==> src/rtl/n_ser_feeder.sv <==
// n_ser_feeder: parallel-to-serial feeder for a downstream shift register.
// Accepts an N-bit word when idle and emits it one bit per cycle, MSB or LSB first.
// After each frame it inserts GAP idle cycles before accepting the next word.
// Optional feature: define N_SER_FEEDER_PARITY_EN to append one even-parity bit per frame.

module n_ser_feeder #(
    parameter int unsigned N   = 8,
    parameter int unsigned GAP = 0
) (
    input  logic         clk,
    input  logic         rst_n,
    input  logic [N-1:0] din,
    input  logic         din_valid,
    output logic         din_ready,
    input  logic         dir,
    output logic         sout_bit,
    output logic         sout_valid,
    output logic         sout_last,
    output logic         busy
);

    localparam int unsigned   CW      = (N > 1) ? $clog2(N) : 1;
    localparam logic [CW-1:0] LastCnt = CW'(N - 1);
    // Gap counter is preloaded with GAP-1 and counts down to 0, giving GAP idle cycles.
    localparam logic [3:0]    GapLoad = (GAP > 0) ? 4'(GAP - 1) : 4'd0;

    typedef enum logic [1:0] {
        StIdle  = 2'd0,
        StShift = 2'd1,
        StGap   = 2'd2
`ifdef N_SER_FEEDER_PARITY_EN
        ,
        StPar   = 2'd3
`endif
    } state_e;

    state_e        state_q, state_d;
    logic [CW-1:0] cnt_q, cnt_d;
    logic [N-1:0]  word_q, word_d;
    logic          dir_q, dir_d;
    logic [3:0]    gap_q, gap_d;

    logic [CW-1:0] bit_idx;
    logic          sel_bit;

    // Select the frame bit for the current count; the captured dir picks the order.
    always_comb begin
        bit_idx = dir_q ? cnt_q : (LastCnt - cnt_q);
        sel_bit = word_q[bit_idx];
    end

    // Next-state and output decode.
    always_comb begin
        state_d    = state_q;
        cnt_d      = cnt_q;
        word_d     = word_q;
        dir_d      = dir_q;
        gap_d      = gap_q;
        din_ready  = 1'b0;
        busy       = 1'b1;
        sout_valid = 1'b0;
        sout_bit   = 1'b0;
        sout_last  = 1'b0;

        case (state_q)
            StIdle: begin
                din_ready = 1'b1;
                busy      = 1'b0;
                if (din_valid) begin
                    word_d  = din;
                    dir_d   = dir;
                    cnt_d   = '0;
                    state_d = StShift;
                end
            end

            StShift: begin
                sout_valid = 1'b1;
                sout_bit   = sel_bit;
                if (cnt_q == LastCnt) begin
                    cnt_d = '0;
`ifdef N_SER_FEEDER_PARITY_EN
                    state_d = StPar;
`else
                    sout_last = 1'b1;
                    if (GAP > 0) begin
                        state_d = StGap;
                        gap_d   = GapLoad;
                    end else begin
                        state_d = StIdle;
                    end
`endif
                end else begin
                    cnt_d = cnt_q + CW'(1);
                end
            end

`ifdef N_SER_FEEDER_PARITY_EN
            StPar: begin
                sout_valid = 1'b1;
                sout_bit   = ^word_q;
                sout_last  = 1'b1;
                if (GAP > 0) begin
                    state_d = StGap;
                    gap_d   = GapLoad;
                end else begin
                    state_d = StIdle;
                end
            end
`endif

            StGap: begin
                if (gap_q == 4'd0) begin
                    state_d = StIdle;
                end else begin
                    gap_d = gap_q - 4'd1;
                end
            end

            default: begin
                state_d = StIdle;
            end
        endcase
    end

    // State registers; reset drops any frame in progress.
    always_ff @(posedge clk or negedge rst_n) begin
        if (!rst_n) begin
            state_q <= StIdle;
            cnt_q   <= '0;
            word_q  <= '0;
            dir_q   <= 1'b0;
            gap_q   <= 4'd0;
        end else begin
            state_q <= state_d;
            cnt_q   <= cnt_d;
            word_q  <= word_d;
            dir_q   <= dir_d;
            gap_q   <= gap_d;
        end
    end

endmodule

==> config.mk <==
export PLATFORM = sky130hd
export DESIGN_NAME = n_ser_feeder
export DESIGN_NICKNAME = d
export VERILOG_FILES = /design/src/rtl/n_ser_feeder.sv
export SDC_FILE = /design/constraint.sdc
export NUM_CORES = 1
export LEC_CHECK = 0
export ABC_AREA = 1
export CAP_MARGIN = 5
export CORE_MARGIN = 1.5
export CORE_UTILIZATION = 42
export DETAILED_ROUTE_END_ITERATION = 6
export PLACE_DENSITY = 0.72
export SLEW_MARGIN = 20
export SYNTH_ARGS = -nofsm -noshare
export SYNTH_HDL_FRONTEND = slang
export SYNTH_SLANG_ARGS = --single-unit
==> constraint.sdc <==
create_clock -name clk -period 1.33 [get_ports clk]
set_clock_uncertainty 0.1 [all_clocks]
set_input_delay 0.133 -clock clk [delete_from_list [all_inputs] [get_ports clk]]
set_output_delay 0.133 -clock clk [all_outputs]
set_load 0.02 [all_outputs]
* Word level (Yosys, flattened, before mapping)
Cells that the tools add are included.
W data, S select, Z words.
** Cells by class
- Add/sub/neg operators :: 3
- $lt $le $gt $ge :: 1
- Equal/unequal tests :: 6
- Multiplexer cells :: 16
- Bitwise gates (word level) :: 1
- Reductions and logical operators :: 7
** Operator list (number)
- $mux W3 :: 3
- $mux W1 :: 7
- $mux W2 :: 3
- $ne A2 B2 Y1 const B :: 3
- $pmux W2 S3 :: 1
- $pmux W3 S2 :: 1
- $reduce_and A2 Y1 :: 3
- $logic_not A4 Y1 :: 1
- $lt A3 B4 Y1 const B :: 1
- $sub A4 B1 Y4 const B :: 1
- $add A3 B1 Y3 const B :: 1
- $bmux W1 S3 :: 1
- $eq A3 B3 Y1 const B :: 1
- $reduce_and A3 Y1 :: 1
- $sub A3 B3 Y3 const A :: 1
- $eq A2 B1 Y1 const B :: 1
- $eq A2 B2 Y1 const B :: 1
- $logic_not A2 Y1 :: 1
- $reduce_bool A2 Y1 :: 1
- $not A1 Y1 :: 1
** Storage, ports and cells
- Bits in registers :: 18
- Input port bits :: 12
- Output and inout port bits :: 5
- Word-level logic and storage cells :: 39

* Depth between registers and ports, before layout
- Word-level depth :: 5
- Depth in mapped cells :: 8

* Worst setup path after synthesis
No wires, ideal clock.
- Path kind :: register to register
- From :: register state_q[0]
- To :: register word_q[2]
- Setup time :: 0.125 ns
- Arrival time :: 1.226 ns
- Data required time :: 1.105 ns
- Slack :: -0.121 ns
- Cell stages (with the launch flop) :: 4
- Buffers on the path :: 0
- Period minus slack after synthesis :: 1.451 ns
- Path through :: dfrtp_1 inv_1 nand2_4 mux2_2
** On the way
- Cells in the longest elaborated chain, start to end :: 2
** Ends and longest elaborated chain
- start, declared :: RTL line 37 : state_e state_q, state_d;
- start signal, assigned :: RTL line 129 : state_q <= StIdle;
- start signal, assigned :: RTL line 135 : state_q <= state_d;
- $logic_not A2 Y1 :: RTL line 65 : case (state_q)
- $reduce_and A2 Y1 (no line)
- end signal, assigned :: RTL line 137 : word_q <= word_d;
- end, declared :: RTL line 39 : logic [N-1:0] word_q, word_d;
No other way between the ends.
A chain may end at the register's enable or synchronous reset.

* Final worst setup path
- From :: register dir_q
- To :: output sout_bit
** On the way
- Cells in the longest elaborated chain, start to end :: 4
** Ends and longest elaborated chain
- start, declared :: RTL line 40 : logic dir_q, dir_d;
- start signal, assigned :: RTL line 138 : dir_q <= dir_d;
- $mux W3 :: RTL line 48 : bit_idx = dir_q ? cnt_q : (LastCnt - cnt_q);
- $bmux W1 S3 :: RTL line 49 : sel_bit = word_q[bit_idx];
- $mux W1 (not written as such) :: RTL line 49
- $mux W1 :: RTL line 65
- end, declared :: RTL line 16 : output logic sout_bit,
No other way between the ends. The select of a mux whose other input is x is not followed.

==> results.cfg <==
[timing]
timing.final.ws_setup_ps = -361.9
tightest_slew_ps = 220.8
tns_ps = -594.3
setup_viol = 3
fin_crit_ps = 1692
slew_viol_final = 0
rsz0062_at_grt = yes
relSlewSlack_pct = 85.34
period_share_pct = 127.2
fmax_mhz = 591.0
hold_violations = 0

[finish]
nets = 133
finish.utilization_pct = 75.70
antennaDiodeCount = 0
fillers = 104
syn_to_final_growth_pct = 67.03
final_cell_mix = buf_4 (15), clkdlybuf4s50_1 (11), dfrtp_1 (10)
multiInputGateArea_um2 = 424.2
seqCellArea_um2 = 329.1
drive_above_1_share_pct = 50.00
mostFrequentLayoutCell = buf_4

[power_and_ir_drop]
combinationalPowerShare_pct = 65.0
p_seq_share_pct = 26.6
p_leak_nw = 0.5971
powerDensity_nw_per_um2 = 2451
power_w = 0.002828
p_clk_share_pct = 8.4
switching_share_pct = 43.10
p_int_w = 0.001609
switching_power_w = 0.001219
vdd_drop_max_uv = 1719

[floorplan]
io_pins = 17
die_w_um = 43.55
row_count = 14
die-height_um = 43.55
start_util_pct = 45.32
dieArea_um2 = 1897
core-area_um2 = 1524

[detailed_routing]
drt-initial-drc-count = 12
drt_wl_total_um = 1614
wl_per_cell_um = 12.04
first_pass_iters = 4
drc = 0
route.vias.total = 652
vias_per_cell = 4.866
drtAntennaViolNets = 0

[global_route]
grt_pass1_vias = 569
grt_pass1_wl_um = 2359
track_usage_pct = 16.71
gr-total-overflow = 0
grt_max_degree = 14
antenna_found_initial = 0

[synth]
synth_area_per_cell_um2 = 8.423
yosysWarnings = 0
netlist_area_um2 = 690.7
synth_cells = 82
syn-num-nets = 96
synth_cell_types = 19
yosysSeqAreaShare_pct = 47.10
yosys_register_bits = 13

[critical_path]
cp-end-kind = output pin
critical_path_buf_inv_count = 2
rr_startpoint = cnt_q[1]$_DFFE_PN0P_
critPathMaxFanout = 5
crit_chain = inv_4 > nand2_4 > nand2_4 > nand2_1 > nand3_1 > nand2_1 > nor2_2 > nor2_2 > buf_6
critical_path.top_delay_family = simple AND/OR/NAND/NOR gates
worstRegToRegCells = 6
path_depth = 9
cp.required_ps = 1100
crit_arrival_ps = 1460
start_kind = register
path_class = register to output pin
cpPeakStageDelay_ps = 470
startpoint = dir_q$_DFFE_PN0P_
cp_slowest_cell = dfrtp_2

[cts]
clk_pin_slew_ps = 80
cts_sinks = 13
cts_buffers = 3
cts_tree = yes
cts_hold_buffers = 0
cts.path.max_buffers = 2
worstSkewPairLatency_ps = 260
cts_root_buf = clkbuf_4
h-tree-depth = 1

[placed_design]
finalWeightedCongestion = 0.7840
portBuffers = 16
place.detailed.hpwl_um = 1106

[status]
status = finished with violations
violations = setup timing

[worst_hold_path]
hold_class = input port to asynchronous set/reset pin

[run]
maxCapViolCount = 0
power groups by stage:
stage | sequential, W | clock (W) | combinational, W
final | 0.000753 | 0.000238 | 0.00184
after global routing | 0.000768 | 0.000265 | 0.00199
after CTS | 0.000726 | 0.000248 | 0.00152
after detailed placement | 0.000734 | 0 | 0.00130
after global placement | 0.000726 | 0 | 0.00126
after floorplan | 0.000720 | 0 | 0.000810
flip-flops by register name, indices dropped and copies added (netlist names):
register,cells
word_q,8
state_q,1
cnt_q,3
dir_q,1
synthesized netlist by cell type:
cell type,count,share of area (%)
nand2_2,3,2.7
nand3b_1,1,1.1
o21ai_1,1,0.72
a22o_1,1,1.3
nand2_1,16,8.7
clkinv_1,1,0.54
buf_6,1,1.6
ha_1,2,3.6
mux2_2,3,4.9
inv_1,10,5.4
dfrtp_1,13,47
nand2_4,2,3.3
buf_4,1,1.1
nor2_1,11,6.0
xnor2_1,1,1.3
inv_2,1,0.54
o21ai_0,1,0.72
a21oi_1,6,4.3
nand3_1,7,5.1
repair_timing:
action / CTS / global route
setup buffers: 5 / 2
resized for setup: 32 / 28
pin swaps: 4 / 9
setup endpoints to repair: 8 / 7
kinds of logic (layout without fill, tap and decap cells):
family                   count (synthesis)  after routing  share of synthesized area [%]
multiplexers                             3              3                          4.891
buffers and inverters                   14             50                          9.239
AO/OA/AOI/OAI                            9              9                          7.064
flip-flops                              13             13                          47.10
adder cells (fa/ha/maj)                  2              2                          3.623
XOR/XNOR                                 1              1                          1.268
AND/OR/NAND/NOR                         40             40                          26.81
through the flow:
stage | setup WS, ps | hold WS (ps) | cells | instance area [um2]
final | -361.9 | 61.99 | 134 | 1154
after global routing | -448.3 | 67.96 | 134 | 1154
after CTS | -326.3 | 69.00 | 133 | 1044
after detailed placement | -512.6 | 359.8 | 124 | 945.9
after global placement | -468.1 | 356.3 | 124 | 945.9
after floorplan | 13.22 | -262.6 | 82 | 694.4
metal layers:
layer / wire (um) / GRT usage, % / vias up / part of all wire (%)
met5: 0 / 0 / - / 0
met4: 0 / 5.455 / 0 / 0
met3: 46 / 3.750 / 0 / 2.9
met2: 807 / 26.47 / 16 / 50
met1: 760 / 22.67 / 306 / 47
li1: - / - / 330 / -
final timing paths:
kind                                    endpoint  slack (ps)
setup / recovery                        sout_bit        -360
hold / removal             word_q[7]$_DFFE_PN0P_          60
setup reg to reg            cnt_q[0]$_DFFE_PN0P_           0
hold reg to reg            word_q[7]$_DFFE_PN0P_         430
max in group asynchronous   cnt_q[1]$_DFFE_PN0P_         880
min in group clk               dir_q$_DFFE_PN0P_         340
cell type report:
cell class	count	share of cell area [%]
repair buffers	34	26.36
flip-flops and latches	13	28.52
multi-input cells	55	36.77
clock buffers	4	2.278
well taps	16	1.735
inverters	12	4.338
(Power assumes the default switching activity.)
